### src/rtl/map_access_arbiter.sv
// map_access_arbiter: shares the single-port map RAM between the display
// controller (read-only), the pacman logic and the ghost logic. Requesters
// use a request/acknowledge handshake. Only one access is outstanding at a
// time, and every output is registered.
// Optional build macro MAP_ARB_RR_EN: the display keeps absolute priority,
// and pacman/ghost ties go to whichever of the two was served less recently.
module map_access_arbiter #(
   parameter int MAP_W      = 5,
   parameter int DATA_W     = 3,
   parameter int RD_LATENCY = 1
) (
   input  logic              clock_50,
   input  logic              reset,
   input  logic              disp_req,
   input  logic [MAP_W-1:0]  disp_x,
   input  logic [MAP_W-1:0]  disp_y,
   output logic              disp_ack,
   output logic [DATA_W-1:0] disp_rdata,
   input  logic              pac_req,
   input  logic              pac_we,
   input  logic [MAP_W-1:0]  pac_x,
   input  logic [MAP_W-1:0]  pac_y,
   input  logic [DATA_W-1:0] pac_wdata,
   output logic              pac_ack,
   output logic [DATA_W-1:0] pac_rdata,
   input  logic              ghost_req,
   input  logic              ghost_we,
   input  logic [MAP_W-1:0]  ghost_x,
   input  logic [MAP_W-1:0]  ghost_y,
   input  logic [DATA_W-1:0] ghost_wdata,
   output logic              ghost_ack,
   output logic [DATA_W-1:0] ghost_rdata,
   output logic [MAP_W-1:0]  map_x,
   output logic [MAP_W-1:0]  map_y,
   output logic [DATA_W-1:0] map_data_in,
   output logic              map_readwrite,
   input  logic [DATA_W-1:0] map_data_out,
   output logic              busy
);

   typedef enum logic [1:0] {IDLE, ISSUE, WAIT, DONE} state_t;

   localparam logic [1:0] ID_DISP  = 2'd0;
   localparam logic [1:0] ID_PAC   = 2'd1;
   localparam logic [1:0] ID_GHOST = 2'd2;
   localparam logic [1:0] LAT      = 2'(RD_LATENCY);

   state_t              state_q, state_d;
   logic [1:0]          id_q, id_d;
   logic                we_q, we_d;
   logic [1:0]          cnt_q, cnt_d;
   logic [MAP_W-1:0]    map_x_q, map_x_d, map_y_q, map_y_d;
   logic [DATA_W-1:0]   map_data_in_q, map_data_in_d;
   logic                map_readwrite_q, map_readwrite_d;
   logic                busy_q, busy_d;
   logic                disp_ack_q, disp_ack_d, pac_ack_q, pac_ack_d, ghost_ack_q, ghost_ack_d;
   logic [DATA_W-1:0]   disp_rdata_q, disp_rdata_d, pac_rdata_q, pac_rdata_d;
   logic [DATA_W-1:0]   ghost_rdata_q, ghost_rdata_d;
   logic [1:0]          win_id;
   logic                any_req;
`ifdef MAP_ARB_RR_EN
   logic                last_ghost_q, last_ghost_d;
`endif

   // Pick the winner among the requests presented in this cycle.
   always_comb begin
      win_id  = ID_DISP;
      any_req = disp_req | pac_req | ghost_req;
      if (disp_req) begin
         win_id = ID_DISP;
      end else if (pac_req && ghost_req) begin
`ifdef MAP_ARB_RR_EN
         win_id = last_ghost_q ? ID_PAC : ID_GHOST;
`else
         win_id = ID_PAC;
`endif
      end else if (pac_req) begin
         win_id = ID_PAC;
      end else begin
         win_id = ID_GHOST;
      end
   end

   // Next-state and registered-output logic of the access FSM.
   always_comb begin
      state_d         = state_q;
      id_d            = id_q;
      we_d            = we_q;
      cnt_d           = cnt_q;
      map_x_d         = map_x_q;
      map_y_d         = map_y_q;
      map_data_in_d   = map_data_in_q;
      map_readwrite_d = map_readwrite_q;
      busy_d          = busy_q;
      disp_ack_d      = 1'b0;
      pac_ack_d       = 1'b0;
      ghost_ack_d     = 1'b0;
      disp_rdata_d    = disp_rdata_q;
      pac_rdata_d     = pac_rdata_q;
      ghost_rdata_d   = ghost_rdata_q;
`ifdef MAP_ARB_RR_EN
      last_ghost_d    = last_ghost_q;
`endif
      case (state_q)
         IDLE: begin
            if (any_req) begin
               id_d    = win_id;
               busy_d  = 1'b1;
               state_d = ISSUE;
               case (win_id)
                  ID_PAC: begin
                     map_x_d         = pac_x;
                     map_y_d         = pac_y;
                     we_d            = pac_we;
                     map_readwrite_d = pac_we;
                     map_data_in_d   = pac_wdata;
                  end
                  ID_GHOST: begin
                     map_x_d         = ghost_x;
                     map_y_d         = ghost_y;
                     we_d            = ghost_we;
                     map_readwrite_d = ghost_we;
                     map_data_in_d   = ghost_wdata;
                  end
                  default: begin
                     map_x_d         = disp_x;
                     map_y_d         = disp_y;
                     we_d            = 1'b0;
                     map_readwrite_d = 1'b0;
                  end
               endcase
`ifdef MAP_ARB_RR_EN
               if (win_id != ID_DISP) last_ghost_d = (win_id == ID_GHOST);
`endif
            end
         end
         ISSUE: begin
            // The write strobe lasts exactly the one ISSUE cycle.
            map_readwrite_d = 1'b0;
            cnt_d           = LAT;
            state_d         = WAIT;
         end
         WAIT: begin
            cnt_d = cnt_q - 2'd1;
            if (cnt_q <= 2'd1) begin
               if (!we_q) begin
                  case (id_q)
                     ID_PAC:   pac_rdata_d   = map_data_out;
                     ID_GHOST: ghost_rdata_d = map_data_out;
                     default:  disp_rdata_d  = map_data_out;
                  endcase
               end
               case (id_q)
                  ID_PAC:   pac_ack_d   = 1'b1;
                  ID_GHOST: ghost_ack_d = 1'b1;
                  default:  disp_ack_d  = 1'b1;
               endcase
               state_d = DONE;
            end
         end
         default: begin
            busy_d  = 1'b0;
            state_d = IDLE;
         end
      endcase
   end

   // State and output registers; reset aborts any access immediately.
   always_ff @(posedge clock_50 or negedge reset) begin
      if (!reset) begin
         state_q         <= IDLE;
         id_q            <= ID_DISP;
         we_q            <= 1'b0;
         cnt_q           <= 2'd0;
         map_x_q         <= '0;
         map_y_q         <= '0;
         map_data_in_q   <= '0;
         map_readwrite_q <= 1'b0;
         busy_q          <= 1'b0;
         disp_ack_q      <= 1'b0;
         pac_ack_q       <= 1'b0;
         ghost_ack_q     <= 1'b0;
         disp_rdata_q    <= '0;
         pac_rdata_q     <= '0;
         ghost_rdata_q   <= '0;
`ifdef MAP_ARB_RR_EN
         last_ghost_q    <= 1'b1;
`endif
      end else begin
         state_q         <= state_d;
         id_q            <= id_d;
         we_q            <= we_d;
         cnt_q           <= cnt_d;
         map_x_q         <= map_x_d;
         map_y_q         <= map_y_d;
         map_data_in_q   <= map_data_in_d;
         map_readwrite_q <= map_readwrite_d;
         busy_q          <= busy_d;
         disp_ack_q      <= disp_ack_d;
         pac_ack_q       <= pac_ack_d;
         ghost_ack_q     <= ghost_ack_d;
         disp_rdata_q    <= disp_rdata_d;
         pac_rdata_q     <= pac_rdata_d;
         ghost_rdata_q   <= ghost_rdata_d;
`ifdef MAP_ARB_RR_EN
         last_ghost_q    <= last_ghost_d;
`endif
      end
   end

   assign map_x         = map_x_q;
   assign map_y         = map_y_q;
   assign map_data_in   = map_data_in_q;
   assign map_readwrite = map_readwrite_q;
   assign busy          = busy_q;
   assign disp_ack      = disp_ack_q;
   assign pac_ack       = pac_ack_q;
   assign ghost_ack     = ghost_ack_q;
   assign disp_rdata    = disp_rdata_q;
   assign pac_rdata     = pac_rdata_q;
   assign ghost_rdata   = ghost_rdata_q;

endmodule

### config.mk
export PLATFORM = sky130hd
export DESIGN_NAME = map_access_arbiter
export DESIGN_NICKNAME = d
export VERILOG_FILES = /design/src/rtl/map_access_arbiter.sv
export SDC_FILE = /design/constraint.sdc
export NUM_CORES = 1
export LEC_CHECK = 0
export BUFFER_PORTS_ARGS = -buffer_cell sky130_fd_sc_hd__buf_2
export CORE_ASPECT_RATIO = 0.9
export CORE_UTILIZATION = 52
export CTS_CLUSTER_SIZE = 12
export DETAILED_ROUTE_END_ITERATION = 7
export PLACE_DENSITY = 0.91
export SETUP_SLACK_MARGIN = 0.05
export SLEW_MARGIN = 20
export SYNTH_ARGS = -nofsm -noshare
export SYNTH_HDL_FRONTEND = slang
export SYNTH_SLANG_ARGS = --single-unit
### constraint.sdc
create_clock -name clock_50 -period 2.4 [get_ports clock_50]
set_clock_uncertainty 0.2 [all_clocks]
set_input_delay 0.12 -clock clock_50 [delete_from_list [all_inputs] [get_ports clock_50]]
set_output_delay 0.12 -clock clock_50 [all_outputs]
set_load 0.02 [all_outputs]
---- Word level (Yosys, flattened, before mapping) ----
Cells that the tools add are included.
operators by class
  add/subtract/negate cells ............... 1
  order comparisons ....................... 1
  eq/ne operators ......................... 8
  muxes and demuxes ....................... 24
  bitwise gates (word level) .............. 5
  reduce and logical (&&, ||, !) cells .... 15
operators by type and width
  cell                 count
  $pmux 5 s2           2
  $reduce_and 4->1     3
  $mux 1               11
  $mux 2               5
  $reduce_and 2->1     4
  $eq 2x1->1 const B   3
  $eq 2x2->1 const B   3
  $pmux 1 s2           3
  $pmux 2 s3           1
  $pmux 3 s2           1
  $reduce_bool 2->1    3
  $ne 2x2->1 const B   2
  $pmux 2 s2           1
  $reduce_or 2->1      2
  $not 1->1            3
  $reduce_and 3->1     1
  $le 2x1->1 const B   1
  $logic_not 2->1      1
  $or 1x1->1           2
  $sub 2x1->2 const B  1
  $logic_and 1x1->1    1
word-level totals
  register bits after elaboration ......... 34
  input bits .............................. 46
  output and inout port bits .............. 27
  word-level logic and storage cells ...... 69

---- Longest topological paths before layout ----
Gate-level depths: netlist of run 1.
  depth after elaboration ................. 7
  gate-level depth with buffers ........... 6

---- Worst setup path after synthesis of run 1 ----
No wires, ideal clock.
  path type ............................... register to register
  start point ............................. reg state_q[0]
  end point ............................... reg state_q[1]
  library setup time ...................... 128 ps
  arrival ................................. 1333 ps
  required time ........................... 2072 ps
  slack ................................... 739 ps
  cell stages (with the launch flop) ...... 6
  path buffers ............................ 0
  clock period less this slack ............ 1661 ps
  path through ............................ dfrtp_1 -> inv_1 -> ha_1 -> nor4b_2 -> nor2_1 -> mux2_1
between the ends
  word-level cells in the longest chain between the ends .. 3
RTL lines
  what                                           RTL line  RTL
  start: declaration                             48        state_t state_q, state_d;
  start signal: assignment                       190       state_q <= state_d;
  $eq 2x2->1 or $logic_not 2->1 (tied branches)  104       case (state_q)
  $ne 2x2->1 (no line)                           --
  $reduce_and 2->1 (no line)                     --
Several ways; a longest one is shown, not always the timed one.
A chain may end at the register's enable or synchronous reset.

---- Final worst setup path of run 1 ----
Same ends and word-level chain as after synthesis.

==> out/summary.txt, run 1 <==
Die Wd: 64.2 um
Mapped Nets: 209
Area leader, netlist: dfrtp_1
Final Hold Viols: 0
I/O Buffers: 72
# nets final: 297
Largest net degree at the start of global routing: 35
CTS tree: yes
Worst hold path type: input port to flop
DR vias/cell: 5.21
Lkg Pwr: 1.24 nW
DRT antenna net count: 0
Crit start category: flop
Worst-path maximum fanout: 13
EDFF count, synth: 0
Most common cell in the netlist: dfrtp_1
Antenna violations before repair: 0
Pwr dens: 1190 mW/mm^2
Cells after Synth: 156
Run status: finished clean
Placed cell area: 0.00218 sq mm
Final setup violation count: 0
Routed length per placed instance: 13.6 um
Max-slew violations: 0
RSZ-0062 raised after global routing: no
First-pass GRT wire length: 6400 um
Max cap viols: 0
WP data required: 2.36 ns
Setup tns final: 0 ns
Crit. End Element: flop
Post-DP HPWL: 2690 um
Cell Area, Synth: 0.00181 sq mm
Die height: 58.0 um
# diodes: 0
CTS max path bufs: 2
Synth cell types: 34
WP data arrival: 2.10 ns
Area delta synth->final: 33.5%
Register area share after synthesis: 47.0%
Peak supply drop: 0.647 mV
DRC violation count after routing: 0
Vias: 1495
Ys async rst share: 100%
Final Cell Area: 0.00241 sq mm
Met2 Use GR: 37.2%
Grt peak-use layer: met2
Post-CTS resize count: 0
Layout cells sized above 1: 40.8%
CP max stage delay: 0.49 ns
Crit-path cells: inv_1 -> ha_1 -> nor4b_2 -> nor2_1 -> mux2_1
Synth top area share: 47.0%
Core ar.: 0.00319 sq mm
CP max stage cell: ha_1
Final min period: 2.14 ns
Worst-Skew Late Latency: 0.28 ns
Fmax: 468 MHz
Routed wire length: 3910 um
Row count: 19
Tot GR Track Use: 23.1%
Tightest hold margin: 0.00528 ns
Setup CP Type: flop to flop
Measured slew at the worst slew-check pin: 0.730 ns
Routability cong.: 0.753
Synth top area cells: dfrtp_1 (47%), mux2_4 (7.5%), mux2_1 (6.2%), mux2i_1 (5.5%), ha_1 (4.8%)
Clock sink total: 34
Final Total Pwr: 2.88 mW
Primary FF master, synth: dfrtp_1
IO Pins: 73
Synth Register Bits: 34
Grt ovf: 0
DRT iter0 DRCs: 32
Die area: 0.00372 sq mm
DRT Pass-1 Iters: 4
CTS Buf Count: 5
Number of global-route vias before repair: 1464
Met3 GRT Util: 6.10%
Worst rel slew slack: 51.3%
Ys Warns: 0
H-tree depth: 2
Clk slew on worst S/H paths: 0.06 ns
Grt met1 use: 29.2%
Most frequent cells after synthesis: dfrtp_1 (34), nand2_1 (16), mux2_1 (10), mux2i_1 (10), o21ai_0 (10)
Root buf cell: clkbuf_8
Syn avg cell area: 11.6 sq um
Effective utilization at floorplan: 56.8%
Fin crit share: 89.1%
Postcts setup bufs: 0
==> power breakdown <==
group	leakage (nW)	total, mW	switching, mW	internal [mW]
clock network	0.0482	0.418	0.187	0.231
logic	0.781	1.44	0.789	0.648
registers	0.412	1.03	0.171	0.856
total	1.24	2.88	1.15	1.73
==> state kept, by name (all words and copies together) (netlist names) <==
name,count
disp_ack,1
map_y,5
map_readwrite,1
map_x,5
we_q,1
disp_rdata,3
id_q,2
ghost_rdata,3
map_data_in,3
state_q,2
cnt_q,2
ghost_ack,1
pac_rdata,3
busy,1
pac_ack,1
==> worst paths after layout <==
check                                   from        endpoint  slack [ns]  cells past startpoint
min in group asynchronous              reset  ghost_rdata[1]        0.22                      2
worst min register to register  pac_rdata[0]    pac_rdata[0]        0.28                      1
worst max register to register    state_q[0]      state_q[1]        0.26                      5
worst min-delay path               disp_y[0]        map_y[0]       0.005                      4
max in group asynchronous              reset         id_q[0]        1.33                      2
worst max-delay path              state_q[0]      state_q[1]        0.26                      5
==> timing repair <==
item | in CTS | in global routing
hold buffers | 14 | 0
endpoints found under the hold margin | 53 | 0
setup endpoints to repair | 0 | 0
==> cell families (layout without fill, tap and decap cells) <==
group	after synthesis	after routing	synth area share, %
AO/OA/AOI/OAI	28	28	9.89
adder cells (fa/ha/maj)	7	7	4.84
buffers and inverters	14	103	5.12
flip-flops	34	34	47.0
multiplexers	30	30	19.8
AND/OR/NAND/NOR	43	43	13.3
==> cell usage in the layout (no fill, tap or decap), types with 2 or more instances in the layout <==
cell type | netlist | layout
mux2_4 | 9 | 9
mux2_1 | 10 | 10
buf_4 | 2 | 3
dfrtp_1 | 34 | 34
nor2_1 | 9 | 9
a221o_1 | 3 | 3
nor3_2 | 3 | 3
nand4b_1 | 3 | 3
mux2i_1 | 10 | 10
inv_1 | 5 | 5
nand2_1 | 16 | 16
a21oi_1 | 4 | 4
nand3_1 | 2 | 2
o21ai_0 | 10 | 10
nand2b_1 | 3 | 3
clkbuf_8 | 0 | 6
o21a_1 | 2 | 2
buf_2 | 2 | 72
o21ai_1 | 4 | 4
dlygate4sd3_1 | 0 | 14
ha_1 | 7 | 7
==> cell type report <==
cell class	count	area (sq um)
clock buffer	7	86.3
clock inverter	1	5.00
fill	211	771
inverter	6	22.5
multi-input combinational	108	875
sequential	34	851
tap	42	52.6
timing repair buffer	89	523
==> routing by layer <==
metal | share of wire (%) | vias to the layer above
met5 | 0 | -
met4 | 1.9 | 0
met3 | 6.6 | 9
met2 | 49 | 61
met1 | 42 | 701
li1 | - | 724
==> per-stage QoR <==
stage | utilization, % | setup slack, ns | instances
6_report | 75.8 | 0.262 | 287
5_1_grt | 75.8 | 0.0753 | 287
4_1_cts | 75.8 | 0.272 | 287
3_5_place_dp | 68.5 | 0.297 | 265
3_3_place_gp | 68.3 | 0.373 | 265
2_1_floorplan | - | 0.739 | 156
==> worst max-delay path: cells and delay by family (launching register included) <==
kind                     cells  cell delay [ns]
adder cells (fa/ha/maj)      1             0.49
buffers and inverters        1             0.12
flip-flops                   1             0.40
multiplexers                 1             0.33
AND/OR/NAND/NOR              2             0.48
Note: power is estimated with default switching activity, not from simulation.
==> inputs of run 2 (changes only) <==
Settings changed: ABC_AREA set to 1, ABC_CLOCK_PERIOD_IN_PS set to 2400, CORE_UTILIZATION 52 to 51.
==> run 2 against run 1 <==
Effect of this change: the flow now finishes with violations (hold timing); critical path depth is 3 higher; synthesized cell count is 44% higher; core utilization is 3.8 points higher; global-route usage is 12 points higher; combinational power is 4% lower; non-clock buffer count is 14 higher; maximum frequency is 6.2% higher; clock power is 7.9% higher; final cell count is 29% higher; critical path type is now input port to flop; register-to-register slack better by 0.21 ns; routed wire length is 46% higher.
==> out/summary.txt, run 2 <==
Run status: finished with violations (was finished clean)
Failing checks: hold timing
Fmax: 497 MHz (was 468 MHz)
Lkg Pwr: 1.40 nW (was 1.24 nW)
Core ar.: 0.00314 sq mm (was 0.00319 sq mm)
Filler cells: 194 (was 211)
Most common cell in the netlist: nand2_1 (was dfrtp_1)
Measured slew at the worst slew-check pin: 0.734 ns (was 0.730 ns)
Effective utilization at floorplan: 55.0% (was 56.8%)
Ys Warns: 0 (unchanged)
Crit start category: input port (was flop)
Post-CTS resize count: 0 (unchanged)
Max cap viols: 0 (unchanged)
CTS tree: yes (unchanged)
Setup CP Type: input port to flop (was flop to flop)
Die Wd: 63.3 um (was 64.2 um)
Mapped Nets: 278 (was 209)
Max-slew violations: 0 (unchanged)
Setup tns final: 0 ns (unchanged)
Antenna violations before repair: 0 (unchanged)
Clock sink total: 34 (unchanged)
Tightest hold margin: -0.00108 ns (was 0.00528 ns)
Reg2Reg Setup Slack: 0.47 ns (was 0.26 ns)
CTS max path bufs: 2 (unchanged)
Routed wire length: 5700 um (was 3910 um)
Routed length per placed instance: 15.4 um (was 13.6 um)
Routability cong.: 0.802 (was 0.753)
First-pass GRT wire length: 9270 um (was 6400 um)
Die height: 57.2 um (was 58.0 um)
Die area: 0.00362 sq mm (was 0.00372 sq mm)
DRC violation count after routing: 0 (unchanged)
Final Core Density: 79.6% (was 75.8%)
IO Pins: 73 (unchanged)
Synth top area share: 49.3% (was 47.0%)
EDFF count, synth: 0 (unchanged)
Synth Register Bits: 34 (unchanged)
Tot GR Track Use: 34.7% (was 23.1%)
CTS Buf Count: 5 (unchanged)
Hold-fix buffers, CTS: 30 (was 14)
Final setup violation count: 0 (unchanged)
DR vias/cell: 5.43 (was 5.21)
Pwr dens: 1140 mW/mm^2 (was 1190 mW/mm^2)
Vias: 2014 (was 1495)
Peak supply drop: 0.610 mV (was 0.647 mV)
Most frequent cells after synthesis: nand2_1 (103), nand3_1 (37), dfrtp_1 (34) (was dfrtp_1 (34), nand2_1 (16), mux2_1 (10), mux2i_1 (10), o21ai_0 (10))
Clk slew on worst S/H paths: 0.08 ns (was 0.06 ns)
Crit. End Element: flop (unchanged)
Fin crit share: 83.9% (was 89.1%)
Area leader, netlist: dfrtp_1 (unchanged)
DRT antenna net count: 0 (unchanged)
WP buf/inv: 3 (was 1)
WP data arrival: 2.05 ns (was 2.10 ns)
Ys async rst share: 100% (unchanged)
Cell mode on critical path: nand2_1
DRT iter0 DRCs: 127 (was 32)
Register area share after synthesis: 49.3% (was 47.0%)
Post-DP HPWL: 2890 um (was 2690 um)
Row count: 19 (unchanged)
RSZ-0062 raised after global routing: no (unchanged)
CP max stage delay: 0.57 ns (was 0.49 ns)
I/O Buffers: 72 (unchanged)
Worst-Skew Late Latency: 0.29 ns (was 0.28 ns)
Syn avg cell area: 7.67 sq um (was 11.6 sq um)
Area delta synth->final: 44.6% (was 33.5%)
Primary FF master, synth: dfrtp_1 (unchanged)
Root buf cell: clkbuf_8 (unchanged)
Grt ovf: 0 (unchanged)
WP data required: 2.43 ns (was 2.36 ns)
Synth top area cells: dfrtp_1 (49%), nand2_1 (22%), nand3_1 (11%), ha_1 (5.1%), inv_1 (2.8%) (was dfrtp_1 (47%), mux2_4 (7.5%), mux2_1 (6.2%), mux2i_1 (5.5%), ha_1 (4.8%))
Synth cell types: 17 (was 34)
# nets final: 381 (was 297)
Worst-path maximum fanout: 13 (unchanged)
Cell Area, Synth: 0.00173 sq mm (was 0.00181 sq mm)
CP delay by family, top: buffers and inverters (was adder cells)
Commonest non-fill, non-tap cell in the layout: nand2_1 (was buf_2)
Register area: 851 sq um (unchanged)
Area of the multi-input gates: 774 sq um (was 875 sq um)
Final min period: 2.01 ns (was 2.14 ns)
Largest net degree at the start of global routing: 35 (unchanged)
Cells after Synth: 225 (was 156)
H-tree depth: 2 (unchanged)
Layout cells sized above 1: 26.7% (was 40.8%)
Worst rel slew slack: 51.1% (was 51.3%)
Postcts setup bufs: 0 (unchanged)
DRT Pass-1 Iters: 5 (was 4)
Crit-path cells: buf_2 -> nor2_2 -> buf_4 -> nand2_1 -> nand3_1 -> dlygate4sd3_1 -> nand2_1 -> nand2_1 (was inv_1 -> ha_1 -> nor4b_2 -> nor2_1 -> mux2_1)
Worst hold path type: input port to flop (unchanged)
Number of global-route vias before repair: 2081 (was 1464)
CP max stage cell: dlygate4sd3_1 (was ha_1)
Final Hold Viols: 1 (was 0)
Most frequent cells in the layout: nand2_1 (103), buf_2 (72), nand3_1 (37) (was buf_2 (72), dfrtp_1 (34), nand2_1 (16))
# diodes: 0 (unchanged)
## run 2: cell count changes after synthesis, moves of 4 or more
cell / delta
nand2_1: +87
nand3_1: +35
mux2_1: -10
mux2i_1: -10
mux2_4: -9
inv_1: +8
o21ai_0: -5
o21ai_1: -4
## run 2: path summary, 6_finish.rpt
path                              start       endpoint  cells after the start
min in group asynchronous         reset  map_readwrite                      2
max                             pac_req       map_x[2]                      8
max reg2reg                  state_q[0]       map_x[3]                      6
min                           disp_x[1]       map_x[1]                      5
max in group asynchronous         reset       map_x[3]                      2
min reg2reg                pac_rdata[2]   pac_rdata[2]                      2
## run 2: layout make-up
| type | instances | area share, % |
|---|---|---|
| sequential | 34 | 34.1 |
| multi-input combinational | 169 | 31.0 |
| inverter | 15 | 2.25 |
| clock buffer | 6 | 3.31 |
| timing repair buffer | 103 | 26.8 |
| tap | 42 | 2.10 |
| clock inverter | 2 | 0.501 |
## run 2: metrics by stage
| stage | setup WS, ns | power [mW] | std cells | cell area [sq um] | hold WS (ns) |
|---|---|---|---|---|---|
| floorplan | 0.917 | 1.87 | 225 | 1730 | -0.376 |
| global placement | 0.653 | 2.21 | 333 | 2100 | 0.0171 |
| detailed placement | 0.625 | 2.25 | 333 | 2100 | 0.0169 |
| CTS | 0.603 | 2.74 | 371 | 2500 | 0.00113 |
| global route | 0.354 | 3.03 | 371 | 2500 | 0.0161 |
| finish | 0.387 | 2.84 | 371 | 2500 | -0.00108 |
## run 2: kinds of logic (layout without fill, tap and decap cells)
kind of cell	count (synthesis)	count (layout)	synth area share [%]
adder cells (fa/ha/maj)	7	7	5.07
AND/OR/NAND/NOR	152	152	36.2
buffers and inverters	22	126	5.87
AO/OA/AOI/OAI	10	10	3.55
flip-flops	34	34	49.3
## run 2: power by group
part | switching, mW | total, mW | internal, mW
clock network | 0.221 | 0.451 | 0.231
logic | 0.921 | 1.38 | 0.464
registers | 0.167 | 1.00 | 0.837
total | 1.31 | 2.84 | 1.53
## run 2: worst min-delay path, delay by kind of cell
| kind | cells | cell delay [ns] |
|---|---|---|
| AND/OR/NAND/NOR | 4 | 0.24 |
| buffers and inverters | 1 | 0.10 |
## run 2: routing by layer
metal	vias to the layer above	GRT usage [%]	wire, um
met5	-	0	0
met4	0	22.1	228
met3	34	9.60	570
met2	143	58.4	2700
met1	923	39.2	2200
li1	914	-	-
